$ cat config.mk
export PLATFORM = sky130hd
export DESIGN_NAME = apb_req_arbiter_flat
export DESIGN_NICKNAME = d
export VERILOG_FILES = /design/src/rtl/apb_req_arbiter_if.sv /design/src/rtl/apb_req_arbiter.sv /design/src/flat_wrapper.sv
export SDC_FILE = /design/constraint.sdc
export NUM_CORES = 1
export LEC_CHECK = 0
export BUFFER_PORTS_ARGS = -buffer_cell sky130_fd_sc_hd__buf_2
export CORE_MARGIN = 5
export CORE_UTILIZATION = 51
export DETAILED_ROUTE_END_ITERATION = 12
export PLACE_DENSITY = 0.86
export SLEW_MARGIN = 40
export SYNTH_ARGS = -nofsm -noshare
export SYNTH_HDL_FRONTEND = slang
export SYNTH_SLANG_ARGS = --single-unit
$ cat constraint.sdc
create_clock -name clk -period 3.5 [get_ports clk]
set_input_delay 0.175 -clock clk [delete_from_list [all_inputs] [get_ports clk]]
set_output_delay 0.175 -clock clk [all_outputs]
set_load 0.01 [all_outputs]
$ cat src/rtl/apb_req_arbiter_if.sv
// Bundle between the round-robin arbiter, its requesters and the APB upstream
// port of the APB-to-AHB bridge.
interface apb_req_arbiter_if #(
    parameter int NUM_REQ = 2
);
    localparam int IDW = $clog2(NUM_REQ);

    // requester side
    logic [NUM_REQ-1:0]    req;
    logic [NUM_REQ*32-1:0] req_addr;
    logic [NUM_REQ*32-1:0] req_wdata;
    logic [NUM_REQ-1:0]    req_write;
    logic [NUM_REQ-1:0]    ack;
    logic                  ack_err;
    logic [31:0]           rdata;
    logic [IDW-1:0]        grant_id;
    logic                  busy;

    // bridge side
    logic [31:0]           paddr;
    logic [31:0]           pwdata;
    logic                  pwrite;
    logic                  penable;
    logic                  pready;
    logic [31:0]           prdata;

    // arbiter view
    modport master (
        input  req, req_addr, req_wdata, req_write, pready, prdata,
        output ack, ack_err, rdata, grant_id, busy,
               paddr, pwdata, pwrite, penable
    );

    // requesters + bridge view
    modport slave (
        output req, req_addr, req_wdata, req_write, pready, prdata,
        input  ack, ack_err, rdata, grant_id, busy,
               paddr, pwdata, pwrite, penable
    );
endinterface

$ cat src/rtl/apb_req_arbiter.sv
// Round-robin arbiter sharing one APB upstream port between NUM_REQ requesters,
// one transfer at a time, with a per-transfer watchdog.
module apb_req_arbiter #(
    parameter int          NUM_REQ   = 2,
    parameter int          TIMEOUT   = 255,
    parameter logic [31:0] ERR_RDATA = 32'hDEAD_BEEF
) (
    input  logic             clk,
    input  logic             reset_,
    apb_req_arbiter_if.master bus
);
    localparam int IDW = $clog2(NUM_REQ);

    localparam logic [1:0] ST_IDLE  = 2'd0;
    localparam logic [1:0] ST_BUSY  = 2'd1;
    localparam logic [1:0] ST_DRAIN = 2'd2;
    localparam logic [1:0] ST_GAP   = 2'd3;

    localparam logic [IDW-1:0] LAST_RST = IDW'(NUM_REQ - 1);
    localparam logic [15:0]    WD_LAST  = 16'(TIMEOUT - 1);

    logic [1:0]         state_q,   state_d;
    logic [IDW-1:0]     last_q,    last_d;
    logic [15:0]        wd_cnt_q,  wd_cnt_d;
    logic [NUM_REQ-1:0] ack_q,     ack_d;
    logic               ack_err_q, ack_err_d;
    logic [31:0]        rdata_q,   rdata_d;
    logic               busy_q,    busy_d;
    logic [31:0]        paddr_q,   paddr_d;
    logic [31:0]        pwdata_q,  pwdata_d;
    logic               pwrite_q,  pwrite_d;
    logic               penable_q, penable_d;

    logic [31:0]        addr_w  [NUM_REQ];
    logic [31:0]        wdata_w [NUM_REQ];
    logic [NUM_REQ-1:0] grant_onehot;
    logic [IDW-1:0]     win;

    genvar gi;
    generate
        for (gi = 0; gi < NUM_REQ; gi++) begin : g_req
            assign addr_w[gi]       = bus.req_addr[32*gi +: 32];
            assign wdata_w[gi]      = bus.req_wdata[32*gi +: 32];
            assign grant_onehot[gi] = (last_q == IDW'(gi));
        end
    endgenerate

    // Index of the requester k positions after base, wrapping at NUM_REQ.
    function automatic logic [IDW-1:0] rr_idx(input logic [IDW-1:0] base, input int k);
        int s;
        s = int'(base) + k;
        if (s >= NUM_REQ) begin
            s = s - NUM_REQ;
        end
        return IDW'(s);
    endfunction

    // Walking from the far end back toward last+1 leaves the nearest set bit.
    always_comb begin
        win = last_q;
        for (int k = NUM_REQ; k >= 1; k--) begin
            if (bus.req[rr_idx(last_q, k)]) begin
                win = rr_idx(last_q, k);
            end
        end
    end

    always_comb begin
        state_d   = state_q;
        last_d    = last_q;
        wd_cnt_d  = wd_cnt_q;
        ack_d     = ack_q;
        ack_err_d = ack_err_q;
        rdata_d   = rdata_q;
        busy_d    = busy_q;
        paddr_d   = paddr_q;
        pwdata_d  = pwdata_q;
        pwrite_d  = pwrite_q;
        penable_d = penable_q;

        case (state_q)
            ST_IDLE: begin
                if (|bus.req) begin
                    paddr_d   = addr_w[win];
                    pwdata_d  = wdata_w[win];
                    pwrite_d  = bus.req_write[win];
                    penable_d = 1'b1;
                    busy_d    = 1'b1;
                    last_d    = win;
                    wd_cnt_d  = '0;
                    state_d   = ST_BUSY;
                end
            end
            ST_BUSY: begin
                // A completion on the expiry cycle still counts as a normal ack.
                if (bus.pready) begin
                    rdata_d   = bus.prdata;
                    ack_d     = grant_onehot;
                    ack_err_d = 1'b0;
                    penable_d = 1'b0;
                    state_d   = ST_GAP;
                end else if (wd_cnt_q == WD_LAST) begin
                    rdata_d   = ERR_RDATA;
                    ack_d     = grant_onehot;
                    ack_err_d = 1'b1;
                    penable_d = 1'b0;
                    state_d   = ST_DRAIN;
                end else begin
                    wd_cnt_d  = wd_cnt_q + 16'd1;
                end
            end
            ST_DRAIN: begin
                // The error ack has been given; the late completion is swallowed.
                ack_d     = '0;
                ack_err_d = 1'b0;
                if (bus.pready) begin
                    state_d = ST_GAP;
                end
            end
            ST_GAP: begin
                ack_d     = '0;
                ack_err_d = 1'b0;
                busy_d    = 1'b0;
                state_d   = ST_IDLE;
            end
            default: begin
                state_d = ST_IDLE;
            end
        endcase
    end

    always_ff @(posedge clk or negedge reset_) begin
        if (!reset_) begin
            state_q   <= ST_IDLE;
            last_q    <= LAST_RST;
            wd_cnt_q  <= '0;
            ack_q     <= '0;
            ack_err_q <= 1'b0;
            rdata_q   <= '0;
            busy_q    <= 1'b0;
            paddr_q   <= '0;
            pwdata_q  <= '0;
            pwrite_q  <= 1'b0;
            penable_q <= 1'b0;
        end else begin
            state_q   <= state_d;
            last_q    <= last_d;
            wd_cnt_q  <= wd_cnt_d;
            ack_q     <= ack_d;
            ack_err_q <= ack_err_d;
            rdata_q   <= rdata_d;
            busy_q    <= busy_d;
            paddr_q   <= paddr_d;
            pwdata_q  <= pwdata_d;
            pwrite_q  <= pwrite_d;
            penable_q <= penable_d;
        end
    end

    assign bus.ack      = ack_q;
    assign bus.ack_err  = ack_err_q;
    assign bus.rdata    = rdata_q;
    assign bus.grant_id = last_q;
    assign bus.busy     = busy_q;
    assign bus.paddr    = paddr_q;
    assign bus.pwdata   = pwdata_q;
    assign bus.pwrite   = pwrite_q;
    assign bus.penable  = penable_q;
endmodule

$ cat src/flat_wrapper.sv
// flat-port wrapper written by rule: the top's interface ports become plain ports
module apb_req_arbiter_flat 
#(
    parameter int          NUM_REQ   = 2,
    parameter int          TIMEOUT   = 255,
    parameter logic [31:0] ERR_RDATA = 32'hDEAD_BEEF
)
  (clk, reset_, bus_req, bus_req_addr, bus_req_wdata, bus_req_write, bus_pready, bus_prdata, bus_ack, bus_ack_err, bus_rdata, bus_grant_id, bus_busy, bus_paddr, bus_pwdata, bus_pwrite, bus_penable);
  apb_req_arbiter_if #(.NUM_REQ(NUM_REQ)) bus_i ();
  input  logic clk;
  input  logic reset_;
  input wire logic [$bits(bus_i.req)-1:0] bus_req;
  input wire logic [$bits(bus_i.req_addr)-1:0] bus_req_addr;
  input wire logic [$bits(bus_i.req_wdata)-1:0] bus_req_wdata;
  input wire logic [$bits(bus_i.req_write)-1:0] bus_req_write;
  input wire logic [$bits(bus_i.pready)-1:0] bus_pready;
  input wire logic [$bits(bus_i.prdata)-1:0] bus_prdata;
  output wire logic [$bits(bus_i.ack)-1:0] bus_ack;
  output wire logic [$bits(bus_i.ack_err)-1:0] bus_ack_err;
  output wire logic [$bits(bus_i.rdata)-1:0] bus_rdata;
  output wire logic [$bits(bus_i.grant_id)-1:0] bus_grant_id;
  output wire logic [$bits(bus_i.busy)-1:0] bus_busy;
  output wire logic [$bits(bus_i.paddr)-1:0] bus_paddr;
  output wire logic [$bits(bus_i.pwdata)-1:0] bus_pwdata;
  output wire logic [$bits(bus_i.pwrite)-1:0] bus_pwrite;
  output wire logic [$bits(bus_i.penable)-1:0] bus_penable;
  assign bus_i.req = bus_req;
  assign bus_i.req_addr = bus_req_addr;
  assign bus_i.req_wdata = bus_req_wdata;
  assign bus_i.req_write = bus_req_write;
  assign bus_i.pready = bus_pready;
  assign bus_i.prdata = bus_prdata;
  assign bus_ack = bus_i.ack;
  assign bus_ack_err = bus_i.ack_err;
  assign bus_rdata = bus_i.rdata;
  assign bus_grant_id = bus_i.grant_id;
  assign bus_busy = bus_i.busy;
  assign bus_paddr = bus_i.paddr;
  assign bus_pwdata = bus_i.pwdata;
  assign bus_pwrite = bus_i.pwrite;
  assign bus_penable = bus_i.penable;
  apb_req_arbiter #(.NUM_REQ(NUM_REQ), .TIMEOUT(TIMEOUT), .ERR_RDATA(ERR_RDATA)) u_core (.clk(clk), .reset_(reset_), .bus(bus_i));
endmodule
---- Yosys cells after proc, flatten, opt, wreduce, memory -nomap -nowiden ----
Cells that the tools add are included.
storage, ports and cells
  memories kept ........................... 0
  memory bits (writable) .................. 0
  logic and storage cells ................. 85
  memory bits (read-only) ................. 0
  bits in registers ....................... 121
  input port bits ......................... 167
  output and inout bits ................... 103
  latch bits .............................. 0
operators by class
  add/subtract/negate cells ............... 5
  equal/unequal tests ..................... 9
  reductions and logical operators ........ 14
  bitwise logic cells ..................... 2
  mux-type cells .......................... 38
  shift-type cells ........................ 0
  magnitude comparators ................... 6
  divide/modulo/power cells ............... 0
  multiply operators ...................... 0
operators by type and width
  kind                                                               number
  two-way mux 32 bit                                                 8
  two-way mux 16 bit                                                 3
  case mux 16 bit (2 select lines)                                   1
  adder 16 x 1 -> 16 bit, second input constant                      1
  == test 16 x 8 -> 1 bit, second input constant                     1
  two-way mux 1 bit                                                  15
  two-way mux 2 bit                                                  6
  case mux 2 bit (4 select lines)                                    1
  AND reduction 2 bit                                                4
  nonzero test 2 bit                                                 4
  less-than comparator 1 x 2 -> 1 bit, second input constant         3
  inequality test 2 bit, second input constant                       3
  case mux 1 bit (2 select lines)                                    3
  AND reduction 3 bit                                                2
  == test 2 bit, second input constant                               2
  greater-or-equal comparator 2 bit, second input constant           2
  case mux 2 bit (2 select lines)                                    1
  AND reduction 4 bit                                                1
  OR reduction 2 bit                                                 2
  adder 1 x 2 -> 3 bit, second input constant                        1
  greater-or-equal comparator 3 x 2 -> 1 bit, second input constant  1
  inequality test 3 x 2 -> 1 bit, second input constant              1
  adder 1 x 1 -> 2 bit, second input constant                        1
  == test 2 x 1 -> 1 bit, second input constant                      1
  other kinds (5)                                                    6

---- Depth between registers and ports, before layout ----
Gate-level depths: netlist of run 1.
  depth after elaboration ................. 11
  depth in mapped cells ................... 9
  depth with buffers taken out ............ 6

---- Worst setup path after synthesis of run 1 ----
No wires, ideal clock.
  kind .................................... register -> register
  start ................................... register u_core.state_q[0]
  end ..................................... register u_core.wd_cnt_q[12]
  buffers on the path ..................... 3
  arrival time ............................ 1.884 ns
  data required time ...................... 3.374 ns
  setup slack ............................. 1.490 ns
  setup time .............................. 0.126 ns
  period minus slack after synthesis ...... 2.010 ns
  stages on the path, launching flop included .. 10
  cell sequence ........................... dfrtp_1 -> inv_1 -> ha_1 -> or3b_1 -> buf_2 -> o21ai_2 -> buf_6 -> buf_8 -> nor3_2 -> a221o_1
between the ends
  word-level cells in the longest chain between the ends .. 3
  elaborated cells between the ends (all ways) .. 8
  classes of those cells .................. eq/ne (4); mux (1); reduce/logical (3)
RTL lines
  what                                                              line                    source
  from (decl)                                                       apb_req_arbiter.sv:22   logic [1:0] state_q, state_d;
  from (signal assigned)                                            apb_req_arbiter.sv:146  state_q <= state_d;
  == test 2 x 1 -> 1 bit / zero test 2 bit (equally long branches)  apb_req_arbiter.sv:81   case (state_q)
  inequality test 2 bit (no line), or another cell as far along     --
  AND reduction 4 bit (no line)                                     --
  to (signal assigned)                                              apb_req_arbiter.sv:148  wd_cnt_q <= wd_cnt_d;
  to (decl)                                                         apb_req_arbiter.sv:24   logic [15:0] wd_cnt_q, wd_cnt_d;
Parallel ways exist; a longest one is shown, timed or not.
A chain may end at the register's enable or synchronous reset.

---- Worst setup path after layout of run 1 ----
  start ................................... register u_core.state_q[0]
  end ..................................... register u_core.wd_cnt_q[6]
Same word-level chain as after synthesis.

==> results of run 1 <==
through the flow:
step	setup slack, ns	cell area, µm²
floorplan	1.49	5820
global placement	1.25	7250
detailed placement	1.18	7260
CTS	1.15	7980
global route	1.02	8000
finish	1.12	8000
cells by family (layout without fill, tap and decap cells):
family,Yosys count,after routing,synth area share
mux,69,69,0.119
simple gates,157,157,0.140
buf+inv,44,325,0.0378
fa+ha+maj,7,7,0.0150
flops,121,121,0.520
compound gates,143,143,0.167
placed cells by master, fill, tap and decap left out, drive strengths merged, types with 4 or more instances in the layout:
cell type | netlist | routed
inv | 7 | 7
o21ai | 72 | 72
mux2i | 66 | 66
ha | 7 | 7
a31oi | 5 | 5
nand3 | 4 | 4
nand2 | 93 | 93
o311ai | 7 | 7
o211ai | 4 | 4
o22a | 24 | 24
a221o | 9 | 9
clkbuf | 19 | 22
nor2 | 6 | 6
a22o | 8 | 8
nand4 | 4 | 4
nor4 | 6 | 6
buf | 18 | 274
and3 | 6 | 6
and2 | 4 | 4
dfrtp | 120 | 120
a21oi | 9 | 9
dlygate4sd3 | 0 | 14
nor3 | 12 | 12
area by class of cell:
class / count / share of cell area
multi-input cells: 376 / 0.325
repair buffers: 288 / 0.196
well taps: 143 / 0.0224
flip-flops and latches: 121 / 0.379
inverters: 7 / 0.00328
clock inverters: 8 / 0.0150
clock buffers: 22 / 0.0593
report_power, final:
group	internal (W)	total, W	leakage (nW)	switching (W)
Combinational	0.00112	0.00269	2.28	0.00157
Sequential	0.00199	0.00233	1.48	0.000339
Clock	0.00116	0.00177	0.288	0.000604
Total	0.00428	0.00679	4.05	0.00251
path summary, 6_finish.rpt:
kind | start | end | cells past startpoint
min in group asynchronous | reset_ | u_core.bus.rdata[31]$_DFFE_PN0P_ | 2
setup reg to reg | u_core.state_q[0]$_DFFE_PN0P_ | u_core.wd_cnt_q[6]$_DFFE_PN0P_ | 6
max in group asynchronous | reset_ | u_core.bus.pwdata[9]$_DFFE_PN0P_ | 3
setup / recovery | u_core.state_q[0]$_DFFE_PN0P_ | u_core.wd_cnt_q[6]$_DFFE_PN0P_ | 6
hold reg to reg | u_core.bus.paddr[26]$_DFFE_PN0P_ | u_core.bus.paddr[26]$_DFFE_PN0P_ | 2
hold / removal | bus_prdata[9] | u_core.bus.rdata[9]$_DFFE_PN0P_ | 2
timing repair:
item | CTS | global route
hold endpoints to repair | 77 | 1
hold buffers | 13 | 1
setup buffers | 0 | 0
sequential cells by signal (all words and copies together), names as in the netlist:
signal	cells
u_core.bus.busy	1
u_core.bus.ack_err	1
u_core.bus.pwdata	32
u_core.wd_cnt_q	16
u_core.bus.ack	2
u_core.bus.pwrite	1
u_core.bus.rdata	32
u_core.state_q	2
u_core.bus.paddr	32
u_core.bus.grant_id	1
u_core.bus.penable	1
routing by layer:
layer	vias up	track usage
li1	2503	-
met1	2512	0.278
met2	233	0.433
met3	37	0.0776
met4	0	0.0826
met5	-	0
==> flow_metrics.tcl, run 1 <==
set metrics [dict create \
    hp-class "in -> reg" \
    route.met3.wl_um 1420 \
    ant_nets 0 \
    crit_fanout 30 \
    critPathBufInv 1 \
    async_flop_share 1.00 \
    avgSynthCellArea_um2 10.8 \
    synth.distinct_cells 53 \
    multiInputGateArea_um2 2600 \
    final_hold_viol_count 0 \
    synth_cells 541 \
    timing.fmax_mhz 421 \
    io_pins 270 \
    root_buffer "clkbuf_16" \
    nNetsFinal 985 \
    synth_commonest_cells "dfrtp_1 (120), nand2_1 (93), o21ai_0 (68), mux2i_1 (66), o22a_1 (24)" \
    reg2reg_slack_ns 1.12 \
    drc 0 \
    utilization 0.707 \
    critical_path_class "reg -> reg" \
    tightest_slew_ns 0.760 \
    slew_violations 0 \
    place_inst 921 \
    synth_seq_cells 121 \
    period_minus_slack_ns 2.38 \
    ir_worst_vdd_v 0.000513 \
    dominantRegCellSynth "dfrtp_1" \
    fin_tns_setup_ns 0 \
    start_util 0.514 \
    drt_iter0_drc 271 \
    grt_pass1_vias 5347 \
    cts_buffers 17 \
    die_area_um2 13600 \
    num_vias 5285 \
    ys_top_cells_by_area "dfrtp_1 (52%), mux2i_1 (11%), nand2_1 (6.0%), o21ai_0 (5.8%), o22a_1 (3.6%)" \
    outcome "finished clean" \
    cts.repair.resized 0 \
    hpwlAfterDp_um 12200 \
    diodes 0 \
    grt_use_total 0.244 \
    cpMaxStageDelayCell "or3b_1" \
    p_leak_nw 4.05 \
    finalSetupViolCount 0 \
    fillers 798 \
    clock-sinks 121 \
    register_area_um2 3030 \
    yosys_warnings 0 \
    yosysMostFrequentCell "dfrtp_1" \
    required_ns 3.78 \
    rsz0062_at_grt "false" \
    max_cap_viol_count 0 \
    fin_crit_sh 0.679 \
    grt_first_pass_wirelength_um 26100 \
    power.density_nw_per_um2 849 \
    cts_buffer_depth 2 \
    antenna_found_initial 0 \
    first_pass_iters 6 \
    crit_family "compound AO/OA/AOI/OAI gates" \
    dr.max_layer_used "met4" \
    cts_tree "built" \
    met2_length_um 8900 \
    finalNonFillerCells 965 \
    synth_top_area_cell "dfrtp_1" \
    synth_enable_flop_cells 0 \
    worstSetupEndpointType "flip-flop" \
    cts.htree.levels 4 \
    crit_chain "inv_1 -> ha_1 -> or3b_1 -> o21ai_4 -> nor3_1 -> a221o_1" \
    worst_skew_pair.late_latency_ns 0.40 \
    total_power_w 0.00679 \
    die_x_um 117 \
    drive_gt1_frac 0.389 \
    ys_seq_area_frac 0.520 \
    clkTransAtPathRegs_ns 0.05 \
    timing.hold.ws_ns 0.0125 \
    syn_nets 715 \
    synth.top_cell.area_share 0.516 \
    crit_arrival_ns 2.66 \
    critPathLaunchType "flip-flop" \
    grt_max_degree 133 \
    skew_ns 0.00745 \
    slew_headroom 0.492 \
    gp_congestion 0.853 \
    syn_to_final_growth_pct 37.4 \
    port-buffer-count 269 \
    coreArea_um2 11300 \
    cp_slowest_stage_delay_ns 0.50 \
    fp.dieH_um 117 \
    gr-total-overflow 0 \
    wl_met1_um 6070 \
    rows 39 \
    routed_wl_um 16800 \
    wl_per_cell_um 17.4 \
    netlist_area_um2 5820 \
    viasPerCell 5.48 \
]
Power figures use the tool's default switching activity.
==> run 2, diff against run 1 <==
Settings changed: ABC_AREA from default to 1, CORE_UTILIZATION 51 to 42, PLACE_DENSITY 0.86 to 0.76.
Clock period 3.5 ns to 1.93 ns, I/O delays scaled along.
==> flow_metrics.tcl, run 2 <==
set metrics [dict create \
    synthAdderAreaFrac 0.0152 \
    root_buffer "clkbuf_16" \
    antenna_found_initial 3 \
    cts_tree "built" \
    start_util 0.433 \
    internal_power_w 0.00784 \
    hold_path_end "u_core.bus.paddr[4]$_DFFE_PN0P_" \
    synth_top_family_by_area "simple AND/OR/NAND/NOR gates" \
    first_pass_iters 5 \
    timing.hold.ws_ns 0.00906 \
    drt_iter0_drc 806 \
    cts_buffer_depth 2 \
    synth-simple-area-share 0.219 \
    layout_commonest_cell "buf_2" \
    skew_ns 0.00854 \
    reg2reg_slack_ns 0.13 \
    reg2reg_depth 8 \
    viasPerCell 5.11 \
    routed_wl_um 22600 \
    finalNonFillerCells 1327 \
    io_pins 270 \
    place_inst 1145 \
    crit_arrival_ns 2.07 \
    clock-sinks 121 \
    gp_congestion 0.880 \
    cpMaxStageDelayCell "dfrtp_1" \
    power_frac_clock 0.234 \
    synth_mux_area_frac 0 \
    hp-start "bus_req_addr[36]" \
    fin_crit_sh 0.934 \
    synth.top_cell.area_share 0.520 \
    synth_top_area_cell "dfrtp_1" \
    final_hold_viol_count 0 \
    critical_path_class "reg -> reg" \
    critPathLaunchType "flip-flop" \
    cp_slowest_stage_delay_ns 0.41 \
    final_cell_mix "buf_2 (268), nand2_1 (161), dlygate4sd3_1 (145)" \
    ir_worst_vdd_v 0.000859 \
    async_flop_share 1.00 \
    synth_commonest_cells "nand2_1 (162), dfrtp_1 (120), nor2_1 (120), o21ai_0 (118), inv_1 (53)" \
    yosysMostFrequentCell "nand2_1" \
    ys_top_cells_by_area "dfrtp_1 (52%), nand2_1 (11%), o21ai_0 (10%), nor2_1 (7.8%), inv_1 (3.4%)" \
    p_switching_w 0.00534 \
    netlist_area_um2 5780 \
    worstSetupEndpointType "flip-flop" \
    synth.distinct_cells 28 \
    synth_seq_cells 121 \
    hp-class "in -> reg" \
    outcome "finished clean" \
    syn_to_final_growth_pct 62.4 \
    seqPwrFrac 0.329 \
    gr-total-overflow 0 \
    required_ns 2.19 \
    fillers 961 \
    rows 42 \
    port-buffer-count 269 \
    fp.dieH_um 127 \
    pwr-share-comb 0.437 \
    tightest_slew_ns 0.389 \
    worst_skew_pair.late_latency_ns 0.41 \
    ys_seq_area_frac 0.524 \
    switching_share 0.405 \
    timing.fmax_mhz 555 \
    slew_violations 0 \
    drc 0 \
    max_cap_viol_count 0 \
    synth_cells 726 \
    finalSetupViolCount 0 \
    synth_enable_flop_cells 0 \
    syn_nets 900 \
    die_area_um2 16200 \
    clkTransAtPathRegs_ns 0.06 \
    cts_buffers 17 \
    grt_max_degree 66 \
    grt_first_pass_wirelength_um 35100 \
    grt_use_total 0.270 \
    avgSynthCellArea_um2 7.96 \
    period_minus_slack_ns 1.80 \
    dominantRegCellSynth "dfrtp_1" \
    ant_nets 0 \
    worst_r2r_endpoint "u_core.bus.paddr[12]$_DFFE_PN0P_" \
    hpwlAfterDp_um 13000 \
    crit_chain "inv_1 -> ha_1 -> inv_2 -> a21oi_4 -> inv_4 -> buf_12 -> nand2_1 -> o21ai_0" \
    synth-xor-area-share 0 \
    worstReg2RegStart "u_core.state_q[0]$_DFFE_PN0P_" \
    drive_gt1_frac 0.295 \
    grt_pass1_vias 7000 \
    coreArea_um2 13300 \
    yosys_warnings 0 \
    power.density_nw_per_um2 1400 \
    synth-compound-area-share 0.167 \
    cts.htree.levels 4 \
    slew_headroom 0.740 \
    num_vias 6784 \
    cp-startpoint "u_core.state_q[0]$_DFFE_PN0P_" \
    hold_path_depth 3 \
    crit_fanout 52 \
    die_x_um 127 \
    nNetsFinal 1309 \
    p_leak_nw 4.80 \
    wl_per_cell_um 17.0 \
]
[run 2: cell count changes after synthesis, moves of 8 or more]
cell     before  now
nand3_1       4   20
inv_1         7   53
nand2_1      93  162
a221o_1       9    0
a22o_1        8    0
mux2i_1      66    0
nor2_1        6  120
o22a_1       24    0
nor3_1       11    1
o21ai_0      68  118
o21ai_1       2   30
a21oi_1       7   30
[run 2: area by class of cell]
class / instances / area, µm² / area share
inverter: 56 / 215 / 0.0229
sequential: 121 / 3030 / 0.323
multi-input combinational: 511 / 2330 / 0.249
tap: 176 / 220 / 0.0235
clock inverter: 8 / 96.3 / 0.0103
antenna: 5 / 12.5 / 0.00133
clock buffer: 22 / 474 / 0.0505
timing repair buffer: 428 / 3000 / 0.320
[run 2: power groups by stage]
stage | clock [W] | sequential, W | combinational (W)
5_1_grt | 0.00325 | 0.00444 | 0.00632
3_3_place_gp | 0 | 0.00425 | 0.00510
6_report | 0.00308 | 0.00434 | 0.00577
4_1_cts | 0.00311 | 0.00425 | 0.00547
2_1_floorplan | 0 | 0.00474 | 0.00265
3_5_place_dp | 0 | 0.00426 | 0.00524
[run 2: routing by layer]
| layer | vias up | track usage | wire [µm] |
|---|---|---|---|
| li1 | 3149 | - | - |
| met1 | 3155 | 0.311 | 8330 |
| met2 | 399 | 0.466 | 11400 |
| met3 | 81 | 0.0622 | 1910 |
| met4 | 0 | 0.145 | 948 |
| met5 | - | 0 | 0 |
[run 2: kinds of logic after synthesis]
family / after synthesis
AND/OR/NAND/NOR: 318
AO/OA/AOI/OAI: 186
flip-flops: 121
buffers and inverters: 94
adder cells (fa/ha/maj): 7
[run 2: stage by stage]
stage | cell area [µm²] | util | setup WS (ns) | setup TNS, ns | total power (W)
6_report | 9380 | 0.703 | 0.128 | 0 | 0.0132
3_5_place_dp | 7300 | 0.547 | 0.119 | 0 | 0.00950
4_1_cts | 9320 | 0.698 | 0.0982 | 0 | 0.0128
5_1_grt | 9380 | 0.703 | -0.00679 | -0.00679 | 0.0140
3_3_place_gp | 7300 | 0.547 | 0.178 | 0 | 0.00935
2_1_floorplan | 5780 | - | 0.351 | 0 | 0.00738
[run 2: worst max-delay path, delay by kind of cell, from the launching register on]
family | cells | cell delay, ns
buf+inv | 4 | 0.58
flops | 1 | 0.41
compound gates | 2 | 0.35
fa+ha+maj | 1 | 0.22
simple gates | 1 | 0.08
[run 2: worst max path at each step]
| stage | endpoint | slack, ns | cells after the start |
|---|---|---|---|
| after floorplan | u_core.wd_cnt_q[7]$_DFFE_PN0P_ | 0.35 | 9 |
| after global placement | u_core.wd_cnt_q[9]$_DFFE_PN0P_ | 0.18 | 9 |
| after detailed placement | u_core.wd_cnt_q[14]$_DFFE_PN0P_ | 0.12 | 9 |
| after CTS | u_core.wd_cnt_q[13]$_DFFE_PN0P_ | 0.1 | 9 |
| after global routing | u_core.bus.paddr[21]$_DFFE_PN0P_ | -0.007 | 8 |
| final | u_core.bus.paddr[12]$_DFFE_PN0P_ | 0.13 | 8 |
[run 2: repair_timing]
action	CTS	global route
setup endpoints to repair	0	10
hold endpoints to repair	180	0
hold buffers	145	0
setup buffers	0	1
resized for setup	0	6
